[src/rtl/seq_gen_4bit_pkg.sv]
// Shared definitions for the 4-bit symbol-sequence interface: FSM encoding,
// the default idle fill value, and the symbol constants of the detector.
package seq_gen_4bit_pkg;

  typedef enum logic [1:0] {
    ST_IDLE = 2'd0,
    ST_SEND = 2'd1,
    ST_GAP  = 2'd2
  } state_e;

  localparam logic [3:0] IDLE_FILL_DEF = 4'hF;

  // Symbols the sequence detector looks for, in arrival order 1 -> 0 -> 2 -> 4.
  localparam logic [3:0]  DET_SYM0    = 4'h1;
  localparam logic [3:0]  DET_SYM1    = 4'h0;
  localparam logic [3:0]  DET_SYM2    = 4'h2;
  localparam logic [3:0]  DET_SYM3    = 4'h4;
  localparam logic [15:0] DET_PATTERN = {DET_SYM3, DET_SYM2, DET_SYM1, DET_SYM0};

  // Symbol k of a packed pattern lives in bits [4k+3:4k].
  function automatic logic [3:0] get_sym(input logic [15:0] seq, input logic [1:0] idx);
    logic [15:0] shifted;
    shifted = seq >> {idx, 2'b00};
    return shifted[3:0];
  endfunction

endpackage

[src/rtl/seq_gen_cnt.sv]
// Loadable down-counter that saturates at zero; shared by the repeat and gap
// counters of the sequence generator.
module seq_gen_cnt #(
  parameter int W = 8
) (
  input  logic         clk_i,
  input  logic         rst_n_i,
  input  logic         load_i,
  input  logic [W-1:0] load_val_i,
  input  logic         dec_i,
  output logic         is_one_o
);

  logic [W-1:0] cnt_q, cnt_d;

  // Load has priority; decrement never wraps below zero.
  always_comb begin
    cnt_d = cnt_q;
    if (load_i) begin
      cnt_d = load_val_i;
    end else if (dec_i && (cnt_q != '0)) begin
      cnt_d = cnt_q - W'(1);
    end
  end

  // Counter register.
  always_ff @(posedge clk_i or negedge rst_n_i) begin
    if (!rst_n_i) cnt_q <= '0;
    else          cnt_q <= cnt_d;
  end

  assign is_one_o = (cnt_q == W'(1));

endmodule

[src/rtl/seq_gen_4bit.sv]
// Programmable 4-symbol sequence transmitter.
// Handshake: a symbol transfers on a rising edge where valid_o && ready_i;
// while ready_i is low in SEND, data_o/valid_o hold; valid_o never drops
// without a transfer. All outputs are registered.
module seq_gen_4bit
  import seq_gen_4bit_pkg::*;
#(
  parameter logic [3:0] IDLE_FILL = IDLE_FILL_DEF,
  parameter int         CNT_W     = 8
) (
  input  logic             clk_i,
  input  logic             rst_n_i,
  input  logic             start_i,
  input  logic [15:0]      seq_i,
  input  logic [CNT_W-1:0] repeat_i,
  input  logic [3:0]       gap_i,
  input  logic             ready_i,
  output logic [3:0]       data_o,
  output logic             valid_o,
  output logic             busy_o,
  output logic             done_o,
  output state_e           dbg_state_o
);

  state_e      state_q, state_d;
  logic [15:0] seq_q, seq_d;
  logic [3:0]  gap_q, gap_d;
  logic [1:0]  idx_q, idx_d;
  logic [3:0]  data_q, data_d;
  logic        valid_q, valid_d;
  logic        busy_q, busy_d;
  logic        done_q, done_d;

  logic             rep_load, rep_dec, rep_is_one;
  logic [CNT_W-1:0] rep_load_val;
  logic             gap_load, gap_dec, gap_is_one;

  seq_gen_cnt #(.W(CNT_W)) u_rep_cnt (
    .clk_i      (clk_i),
    .rst_n_i    (rst_n_i),
    .load_i     (rep_load),
    .load_val_i (rep_load_val),
    .dec_i      (rep_dec),
    .is_one_o   (rep_is_one)
  );

  seq_gen_cnt #(.W(4)) u_gap_cnt (
    .clk_i      (clk_i),
    .rst_n_i    (rst_n_i),
    .load_i     (gap_load),
    .load_val_i (gap_q),
    .dec_i      (gap_dec),
    .is_one_o   (gap_is_one)
  );

  // Next-state logic; outputs are derived from the next state so they register cleanly.
  always_comb begin
    state_d      = state_q;
    seq_d        = seq_q;
    gap_d        = gap_q;
    idx_d        = idx_q;
    done_d       = 1'b0;
    rep_load     = 1'b0;
    rep_load_val = '0;
    rep_dec      = 1'b0;
    gap_load     = 1'b0;
    gap_dec      = 1'b0;

    case (state_q)
      ST_IDLE: begin
        // The done cycle already shows IDLE, but a start there must not be taken.
        if (start_i && !done_q) begin
          seq_d        = seq_i;
          gap_d        = gap_i;
          rep_load     = 1'b1;
          rep_load_val = (repeat_i == '0) ? CNT_W'(1) : repeat_i;
          idx_d        = 2'd0;
          state_d      = ST_SEND;
        end
      end
      ST_SEND: begin
        if (ready_i) begin
          if (idx_q == 2'd3) begin
            idx_d = 2'd0;
            if (rep_is_one) begin
              state_d = ST_IDLE;
              done_d  = 1'b1;
            end else begin
              rep_dec = 1'b1;
              if (gap_q != 4'd0) begin
                gap_load = 1'b1;
                state_d  = ST_GAP;
              end
            end
          end else begin
            idx_d = idx_q + 2'd1;
          end
        end
      end
      ST_GAP: begin
        if (gap_is_one) state_d = ST_SEND;
        else            gap_dec = 1'b1;
      end
      default: state_d = ST_IDLE;
    endcase

    valid_d = (state_d == ST_SEND);
    data_d  = valid_d ? get_sym(seq_d, idx_d) : IDLE_FILL;
    busy_d  = (state_d != ST_IDLE) || done_d;
  end

  // State, latched configuration and registered outputs.
  always_ff @(posedge clk_i or negedge rst_n_i) begin
    if (!rst_n_i) begin
      state_q <= ST_IDLE;
      seq_q   <= '0;
      gap_q   <= '0;
      idx_q   <= '0;
      data_q  <= IDLE_FILL;
      valid_q <= 1'b0;
      busy_q  <= 1'b0;
      done_q  <= 1'b0;
    end else begin
      state_q <= state_d;
      seq_q   <= seq_d;
      gap_q   <= gap_d;
      idx_q   <= idx_d;
      data_q  <= data_d;
      valid_q <= valid_d;
      busy_q  <= busy_d;
      done_q  <= done_d;
    end
  end

  assign data_o      = data_q;
  assign valid_o     = valid_q;
  assign busy_o      = busy_q;
  assign done_o      = done_q;
  assign dbg_state_o = state_q;

endmodule

[config.mk]
export PLATFORM = sky130hd
export DESIGN_NAME = seq_gen_4bit
export DESIGN_NICKNAME = d
export VERILOG_FILES = /design/src/rtl/seq_gen_4bit_pkg.sv /design/src/rtl/seq_gen_cnt.sv /design/src/rtl/seq_gen_4bit.sv
export SDC_FILE = /design/constraint.sdc
export NUM_CORES = 1
export LEC_CHECK = 0
export CAP_MARGIN = 20
export CORE_UTILIZATION = 47
export CTS_CLUSTER_SIZE = 30
export DETAILED_ROUTE_END_ITERATION = 8
export GPL_TIMING_DRIVEN = 0
export PLACE_DENSITY_LB_ADDON = 0.2
export SYNTH_ARGS = -nofsm -noshare
export SYNTH_HDL_FRONTEND = slang
export SYNTH_SLANG_ARGS = --single-unit
[constraint.sdc]
create_clock -name clk_i -period 2.3 [get_ports clk_i]
set_clock_uncertainty 0.2 [all_clocks]
set_input_delay 0.23 -clock clk_i [delete_from_list [all_inputs] [get_ports clk_i]]
set_output_delay 0.23 -clock clk_i [all_outputs]
set_load 0.01 [all_outputs]
## Word-level counts from Yosys, hierarchy flattened

Index checks and enable logic that the tools add are counted.

| operators by class | value |
|---|---|
| add/sub/neg operators | 3 |
| multiply operators | 0 |
| div/mod/pow operators | 0 |
| magnitude comparators | 0 |
| eq/ne operators | 6 |
| shifts and indexed selects | 1 |
| muxes and demuxes | 38 |
| bitwise gates (word level) | 0 |
| reductions and logical operators | 14 |

Operators by type and width:

| kind | number |
|---|---|
| 2-to-1 mux 8 bit | 5 |
| 2-to-1 mux 16 bit | 2 |
| 2-to-1 mux 2 bit | 9 |
| 2-to-1 mux 1 bit | 17 |
| right shift 16 x 4 -> 4 bit | 1 |
| 2-to-1 mux 4 bit | 3 |
| == test 8 x 1 -> 1 bit, second input constant | 1 |
| zero test 8 bit | 1 |
| nonzero test 4 bit | 2 |
| nonzero test 8 bit | 1 |
| subtractor 8 x 1 -> 8 bit, second input constant | 1 |
| one-hot mux 2 bit (3 select lines) | 1 |
| nonzero test 2 bit | 3 |
| == test 2 x 1 -> 1 bit, second input constant | 2 |
| == test 2 bit, second input constant | 2 |
| == test 4 x 1 -> 1 bit, second input constant | 1 |
| one-hot mux 2 bit (2 select lines) | 1 |
| subtractor 4 x 1 -> 4 bit, second input constant | 1 |
| logical AND 1 bit | 3 |
| adder 2 x 1 -> 2 bit, second input constant | 1 |
| zero test 2 bit | 1 |
| AND reduction 2 bit | 1 |
| zero test 1 bit | 1 |
| logical OR 1 bit | 1 |

| storage, ports and cells | value |
|---|---|
| register bits after elaboration | 43 |
| latch bits | 0 |
| memory bits (writable) | 0 |
| bits in read-only memories | 0 |
| bits of input ports | 32 |
| output and inout bits | 9 |
| logic and storage cells | 72 |
| memories kept | 0 |

## Longest topological paths before layout

Gate-level depths: netlist (run 1).

| logic depth | value |
|---|---|
| depth in word-level cells | 8 |
| gate-level depth with buffers | 8 |
| gate-level depth less buffers | 7 |

## Modules after synthesis

From an unflattened synthesis (run 1), not the netlist that was laid out.

| second synthesis, totals | value |
|---|---|
| cell total of the unflattened synthesis | 243 |
| area, all modules | 2331.0 µm² |

By module, submodules not included:

| module | instances | cells each | area each (µm²) | sequential area each (µm²) |
|---|---|---|---|---|
| seq_gen_4bit | 1 | 150 | 1473.9 | 780.7 |
| seq_gen_cnt (u_rep_cnt) | 1 | 64 | 574.3 | 200.2 |
| seq_gen_cnt (u_gap_cnt) | 1 | 29 | 282.8 | 100.1 |

## Worst setup path after synthesis (run 1)

No wires, ideal clock.

| path | value |
|---|---|
| path type | register -> register |
| start point | reg state_q[1], in the netlist dbg_state_o[1] |
| end point | reg data_q[0], in the netlist data_o[0] |
| setup time | 88 ps |
| arrival | 2120 ps |
| data required time | 2012 ps |
| setup slack | -108 ps |
| stages on the path, launching flop included | 8 |
| buffers on the path | 3 |
| clock period less this slack | 2408 ps |
| cell sequence | dfrtp_1 -> buf_4 -> nor4b_1 -> buf_6 -> buf_6 -> mux2_4 -> mux4_2 -> o21bai_1 |

| between the ends | value |
|---|---|
| elaborated cells on any way between the ends | 15 |
| classes of those cells | 3 x eq/ne; 1 x shift; 10 x mux; 1 x reduce/logical |

RTL lines:

| item | RTL line | source |
|---|---|---|
| start: declaration | seq_gen_4bit.sv:25 | `state_e state_q, state_d;` |
| start signal: assignment | seq_gen_4bit.sv:124 | `state_q <= state_d;` |
| zero test 2 bit | seq_gen_4bit.sv:69 | `case (state_q)` |
| 2-to-1 mux 16 bit | seq_gen_4bit.sv:69 |  |
| net seq_d[12] | seq_gen_4bit.sv:26 | `logic [15:0] seq_q, seq_d;` |
| right shift 16 x 4 -> 4 bit | seq_gen_4bit_pkg.sv:23 | `shifted = seq >> {idx, 2'b00};` |
| 2-to-1 mux 4 bit | seq_gen_4bit.sv:108 | `data_d = valid_d ? get_sym(seq_d, idx_d) : IDLE_FILL;` |
| net data_d[0] | seq_gen_4bit.sv:29 | `logic [3:0] data_q, data_d;` |
| end signal: assignment | seq_gen_4bit.sv:128 | `data_q <= data_d;` |
| end: declaration | seq_gen_4bit.sv:29 |  |

The timed path passes the listed nets, and every way through them passes these cells.
A chain may end at the register's enable or synchronous reset.

## Final worst setup path (run 1)

| path | value |
|---|---|
| start point | reg state_q[1], in the netlist dbg_state_o[1] |
| end point | reg data_q[1], in the netlist data_o[1] |

The elaborated chain is that of the path after synthesis.

==> flow_summary.ini, run 1 <==
[yosys]
ys_warn_count = 0
synth_edf_count = 0
synth_compound_area_frac = 0.1151
synth_top_family_by_area = multiplexers
synth_top_area_frac = 0.4491
synth.ff_latch_count = 43
synthXorXnorAreaFrac = 0.02418
synthDistinctLibCells = 48
synth_nets = 222
netlist_area_um2 = 2173
avgSynthCellArea_um2 = 11.81
synthAdderAreaFrac = 0.03454
netlist_instances = 184
synth_commonest_cells = 39 x dfrtp_1, 19 x nand2_1, 17 x mux2_2
ys.flop_type = dfrtp_1
post-synth-top-area-cell = dfrtp_1
synth_most_common_cell = dfrtp_1
synthMuxAreaShare = 0.1583
synthArstFlopShare = 1.000
ys_top_cells_by_area = dfrtp_1 45%, mux2_2 8.8%, dfstp_2 4.8%
yosysSeqAreaShare = 0.4974
synthSimpleGateAreaFrac = 0.1370

[setup_path]
cp_cell_sequence = nor4b_4 > buf_6 > buf_12 > mux2_4 > mux4_2 > o21bai_4
required_ns = 2.33
cp_max_fo = 6
arrival_ns = 2.27
worst_setup_path_end_kind = flop
critPathSlowestCell = mux4_2
worstSetupPathType = reg2reg
start_kind = flop
max_stage_delay_ns = 0.47

[status]
status = finished clean

[pwr]
power.density_nw_per_um2 = 1252
swShare = 0.3443
p_comb_frac = 0.488
p_leak_nw = 1.284
seqPwrFrac = 0.371
intPower_mw = 2.479
p_switching_mw = 1.302
ir_drop_mv = 0.6771
clkPwrFrac = 0.140

[timing]
hold_viol_final = 0
relSlewSlack = 0.5572
timing.hold.ws_ns = 0.1295
slew_viol_final = 0
tightest_slew_ns = 0.6592
period_needed_ns = 2.245
grt_setup_unrepaired = true
fmax_ghz = 0.4453
finalCritPeriodShare = 0.9763
setup_tns_ns = 0
setup_viol = 0

[place]
place.detailed.hpwl_um = 3040
globalplace.congestion = 0.7447
port_buffers = 40

[flow_run]
maxCapViolations = 0

[clock_network]
clock_path_buffers = 2
clk_root_buffer_cell = clkbuf_8
cts_buffers = 5
clock-sinks = 43
insertion_delay_ns = 0.30
cts.clk_slew.worst_paths_ns = 0.08
cts_tree = done
cts_max_level = 2

[drt]
wl_per_cell_um = 15.14
drt_drc_violations_left = 0
dr.pass1.iters = 6
vias = 1642
via_per_inst = 5.529
wl_um = 4498
drtIter0Drc = 75
ant_nets = 0

[floorplanning]
dieWidth_um = 70
fp.dieArea_um2 = 4900
initial_core_util = 0.4923
core.rowCount = 24
num_io_pins = 41
core_um2 = 4414
die_y_um = 70

[global_routing]
grt_pass1_vias = 1669
gr-total-overflow = 0
grt_pass1_wl_um = 7638
grt_max_degree = 35
antenna_found_initial = 0
grtUsageTotal = 0.2024

[layout]
diodes = 0
nets = 282
post-route-util = 0.6840
final_layout_size_suffix_gt1_frac = 0.2898
area_growth_pct = 38.92

[worst_hold_path]
hold_class = in2async
## area by class of cell
cell class,instances,area [um2]
plain buffers,4,40.04
clock buffers,8,100.1
fillers,330,1395
inverters,9,33.78
multi-input cells,127,1164
flip-flops and latches,43,1085
well taps,52,65.06
repair buffers,54,531.8
## stage by stage
step           cell area [um2]  power, mW  setup WS (ns)  cells
6_report                  3019      3.780        0.05454    297
5_1_grt                   3019      4.057       -0.04445    297
4_1_cts                   2937      3.646       -0.01772    297
3_5_place_dp              2673      2.897        -0.3042    277
3_3_place_gp              2658      2.834        -0.3198    276
2_1_floorplan             2192      2.435       0.007895    184
## power by group through the flow
stage	logic (mW)	clock network (mW)	registers [mW]
final	1.85	0.531	1.40
after global routing	2.02	0.582	1.45
after CTS	1.73	0.540	1.37
after detailed placement	1.51	0	1.38
after global placement	1.47	0	1.36
after floorplan	1.08	0	1.35
## flip-flops by register name, summed over array words and instances (netlist names)
name / flops
busy_o: 1
u_gap_cnt.cnt_q: 4
dbg_state_o: 2
idx_q: 2
done_o: 1
gap_q: 4
data_o: 4
valid_o: 1
seq_q: 16
u_rep_cnt.cnt_q: 8
## repair_timing
| action | CTS | global route |
|---|---|---|
| endpoints found under the hold margin | 39 | 0 |
| pin swaps | 2 | 4 |
| setup buffers | 11 | 1 |
| gates resized for setup | 12 | 16 |
| setup endpoints to repair | 3 | 12 |
| hold buffers | 1 | 0 |
## layer usage
metal,up-vias,GRT usage,part of all wire
met4,0,0.06222,0.014
met5,-,0,0
met1,809,0.2646,0.45
li1,780,-,-
met3,8,0.05339,0.044
met2,45,0.3301,0.49
## worst max-delay path, delay by kind of cell, from the launching register on
| family | cells | cell delay (ns) |
|---|---|---|
| mux | 2 | 0.77 |
| flops | 1 | 0.46 |
| buf+inv | 2 | 0.28 |
| simple gates | 1 | 0.27 |
| compound gates | 1 | 0.19 |
## kinds of logic after synthesis
group | after synthesis
adders and majority gates | 6
AOI/OAI and AO/OA | 33
muxes | 27
xor gates and xnor gates | 6
and+or+nand+nor | 55
DFF | 43
buffers and inverters | 14
## final timing paths
path | slack (ns) | start | endpoint | cells past startpoint
min in group clk_i | 0.30 | seq_q[7]$_DFF_PN0_ | seq_q[7]$_DFF_PN0_ | 1
setup / recovery | 0.05 | dbg_state_o[1]$_DFF_PN0_ | data_o[1]$_DFF_PN1_ | 6
hold / removal | 0.13 | rst_n_i | u_gap_cnt.cnt_q[3]$_DFFE_PN0P_ | 2
max in group asynchronous | 1.24 | rst_n_i | data_o[3]$_DFF_PN1_ | 3
setup reg to reg | 0.05 | dbg_state_o[1]$_DFF_PN0_ | data_o[1]$_DFF_PN1_ | 6
hold reg to reg | 0.30 | seq_q[7]$_DFF_PN0_ | seq_q[7]$_DFF_PN0_ | 1
## cell usage in the layout, fill, tap and decap left out, drive strengths merged, types with 3 or more instances in the layout
cell type,instances
nand2,19
nor3,3
o21bai,3
buf,17
a2bb2oi,3
and2,3
xor2,5
dfstp,4
a21oi,4
nand3,4
clkdlybuf4s50,39
clkbuf,9
mux4,3
or2,4
mux2,20
o21ai,9
nor2,6
dfrtp,39
mux2i,4
ha,6
inv,9
(Power assumes the default switching activity.)
==> run 2: changes to the inputs <==
- CORE_UTILIZATION: 47 -> 50
- DONT_BUFFER_PORTS: unset -> 1
- PLACE_DENSITY_LB_ADDON: 0.2 -> unset
- clock period: 2.3 -> 2.8 ns (I/O delays scaled with it)
==> run 2 against run 1 <==
Net effect:
- register-to-register slack better by 0.12 ns
- sequential power decreased by 18%
- non-clock buffer count is 23 lower
- first-iteration DRC count decreased by 29%
- routed wire length fell by 1.6%
- worst setup slack gained 0.12 ns
- critical path depth is 1 higher
- global-route usage rose by 1.2 points
- largest cell class is now flip-flops and latches
- largest power group is now registers
- highest routed layer unchanged
==> flow_summary.ini, run 2 (synthesis results as in run 1) <==
[status]
status = finished clean

[drt]
wl_per_cell_um = 16.28
dr.pass1.iters = 4
wl_um = 4427
drtIter0Drc = 53
via_per_inst = 5.522
drt_drc_violations_left = 0
ant_nets = 0
vias = 1502

[timing]
hold_viol_final = 0
grt_setup_unrepaired = false
slew_viol_final = 0
finalCritPeriodShare = 0.9365
timing.hold.ws_ns = 0.05707
setup_viol = 0
period_needed_ns = 2.622
setup_tns_ns = 0
fmax_ghz = 0.3814
relSlewSlack = 0.5353
tightest_slew_ns = 0.6960

[clock_network]
cts_max_level = 2
insertion_delay_ns = 0.29
clock_path_buffers = 2
clock-sinks = 43
ctsResizeCount = 0
cts.clk_slew.worst_paths_ns = 0.08
cts_buffers = 5
clk_root_buffer_cell = clkbuf_8
cts_tree = done
cts_setup_buffers = 0
cts_hold_buf = 30

[pwr]
p_leak_nw = 1.149
ir_drop_mv = 0.4963
power.density_nw_per_um2 = 1057
power_mw = 2.830

[setup_path]
worst_setup_path_end_kind = flop
max_stage_delay_ns = 0.47
start_kind = flop
crit_end = data_o[1]$_DFF_PN1_
startpoint = dbg_state_o[1]$_DFF_PN0_
reg2reg_depth = 7
cp_common_cell = buf_6
critPathSlowestCell = mux4_2
r2r-start = dbg_state_o[1]$_DFF_PN0_
r2r_slack_ns = 0.18
arrival_ns = 2.63
cp_max_fo = 10
required_ns = 2.81
cp_cell_sequence = buf_4 > nor4b_1 > buf_6 > buf_6 > mux2_4 > mux4_2 > o21bai_1
worstSetupPathType = reg2reg
r2r-end = data_o[1]$_DFF_PN1_

[layout]
final_layout_size_suffix_gt1_frac = 0.2162
fillers = 330
diodes = 0
multi_input_area_um2 = 1020
top_regs = seq_q (16), u_rep_cnt.cnt_q (8)
layout_common_cells = 39 x dfrtp_1, 29 x dlygate4sd3_1, 19 x nand2_1
top_register = seq_q
nets = 259
layout_commonest_cell = dfrtp_1
ff_latch_area_um2 = 1081
stdcell_area_um2 = 2679
post-route-util = 0.6555
largest_reg_flops = 16
area_growth_pct = 23.26

[global_routing]
grt_pass1_wl_um = 7279
gr-total-overflow = 0
grtUsageTotal = 0.2145
antenna_found_initial = 0
grt_pass1_vias = 1625
grt_max_degree = 44

[worst_hold_path]
hold_class = in2reg

[place]
globalplace.congestion = 0.7443
placed_cell_area_um2 = 2236
port_buffers = 0
place.detailed.hpwl_um = 3055

[floorplanning]
dieWidth_um = 67.93
fp.dieArea_um2 = 4614
die_y_um = 67.93
num_io_pins = 41
core.rowCount = 23
initial_core_util = 0.5318
core_um2 = 4086

[flow_run]
maxCapViolations = 0
==> run 2: stage by stage <==
stage | instances | setup WS [ns]
2_1_floorplan | 184 | 0.3920
3_3_place_gp | 234 | 0.2197
3_5_place_dp | 234 | 0.1882
4_1_cts | 272 | 0.1724
5_1_grt | 272 | 0.03634
6_report | 272 | 0.1778
==> run 2: power by group <==
group          internal (mW)  switching [mW]
combinational          0.589           0.526
clock                  0.356           0.208
sequential             0.943           0.209
total                   1.89           0.942
==> run 2: area by class of cell <==
cell class              instances  area share
flip-flops and latches         43      0.4036
multi-input cells             127      0.3807
repair buffers                 30      0.1158
inverters                       9     0.01261
well taps                      50     0.02335
clock buffers                   6     0.02709
plain buffers                   5     0.01448
clock inverters                 2     0.02242
==> run 2: how the worst min path moves through the flow <==
stage	start	end	slack (ns)	depth (start not counted)
after floorplan	rst_n_i	busy_o$_DFF_PN0_	-0.22	0
after global placement	rst_n_i	u_gap_cnt.cnt_q[0]$_DFFE_PN0P_	-0.21	0
after detailed placement	rst_n_i	u_gap_cnt.cnt_q[0]$_DFFE_PN0P_	-0.21	0
after CTS	ready_i	done_o$_DFF_PN0_	0.06	2
after global routing	ready_i	done_o$_DFF_PN0_	0.08	2
final	repeat_i[3]	u_rep_cnt.cnt_q[0]$_DFFE_PN0P_	0.06	3
==> run 2: worst max-delay path, delay by kind of cell, from the launching register on <==
family	cells	cell delay, ns
compound gates	1	0.18
buf+inv	3	0.57
flops	1	0.44
mux	2	0.79
simple gates	1	0.36
==> run 2: per-layer routing <==
metal / global-route usage / vias to the layer above / part of all wire
met4: 0.07031 / 0 / 0.011
met3: 0.04667 / 4 / 0.037
li1: - / 729 / -
met1: 0.2646 / 742 / 0.44
met5: 0 / - / 0
met2: 0.3689 / 27 / 0.51
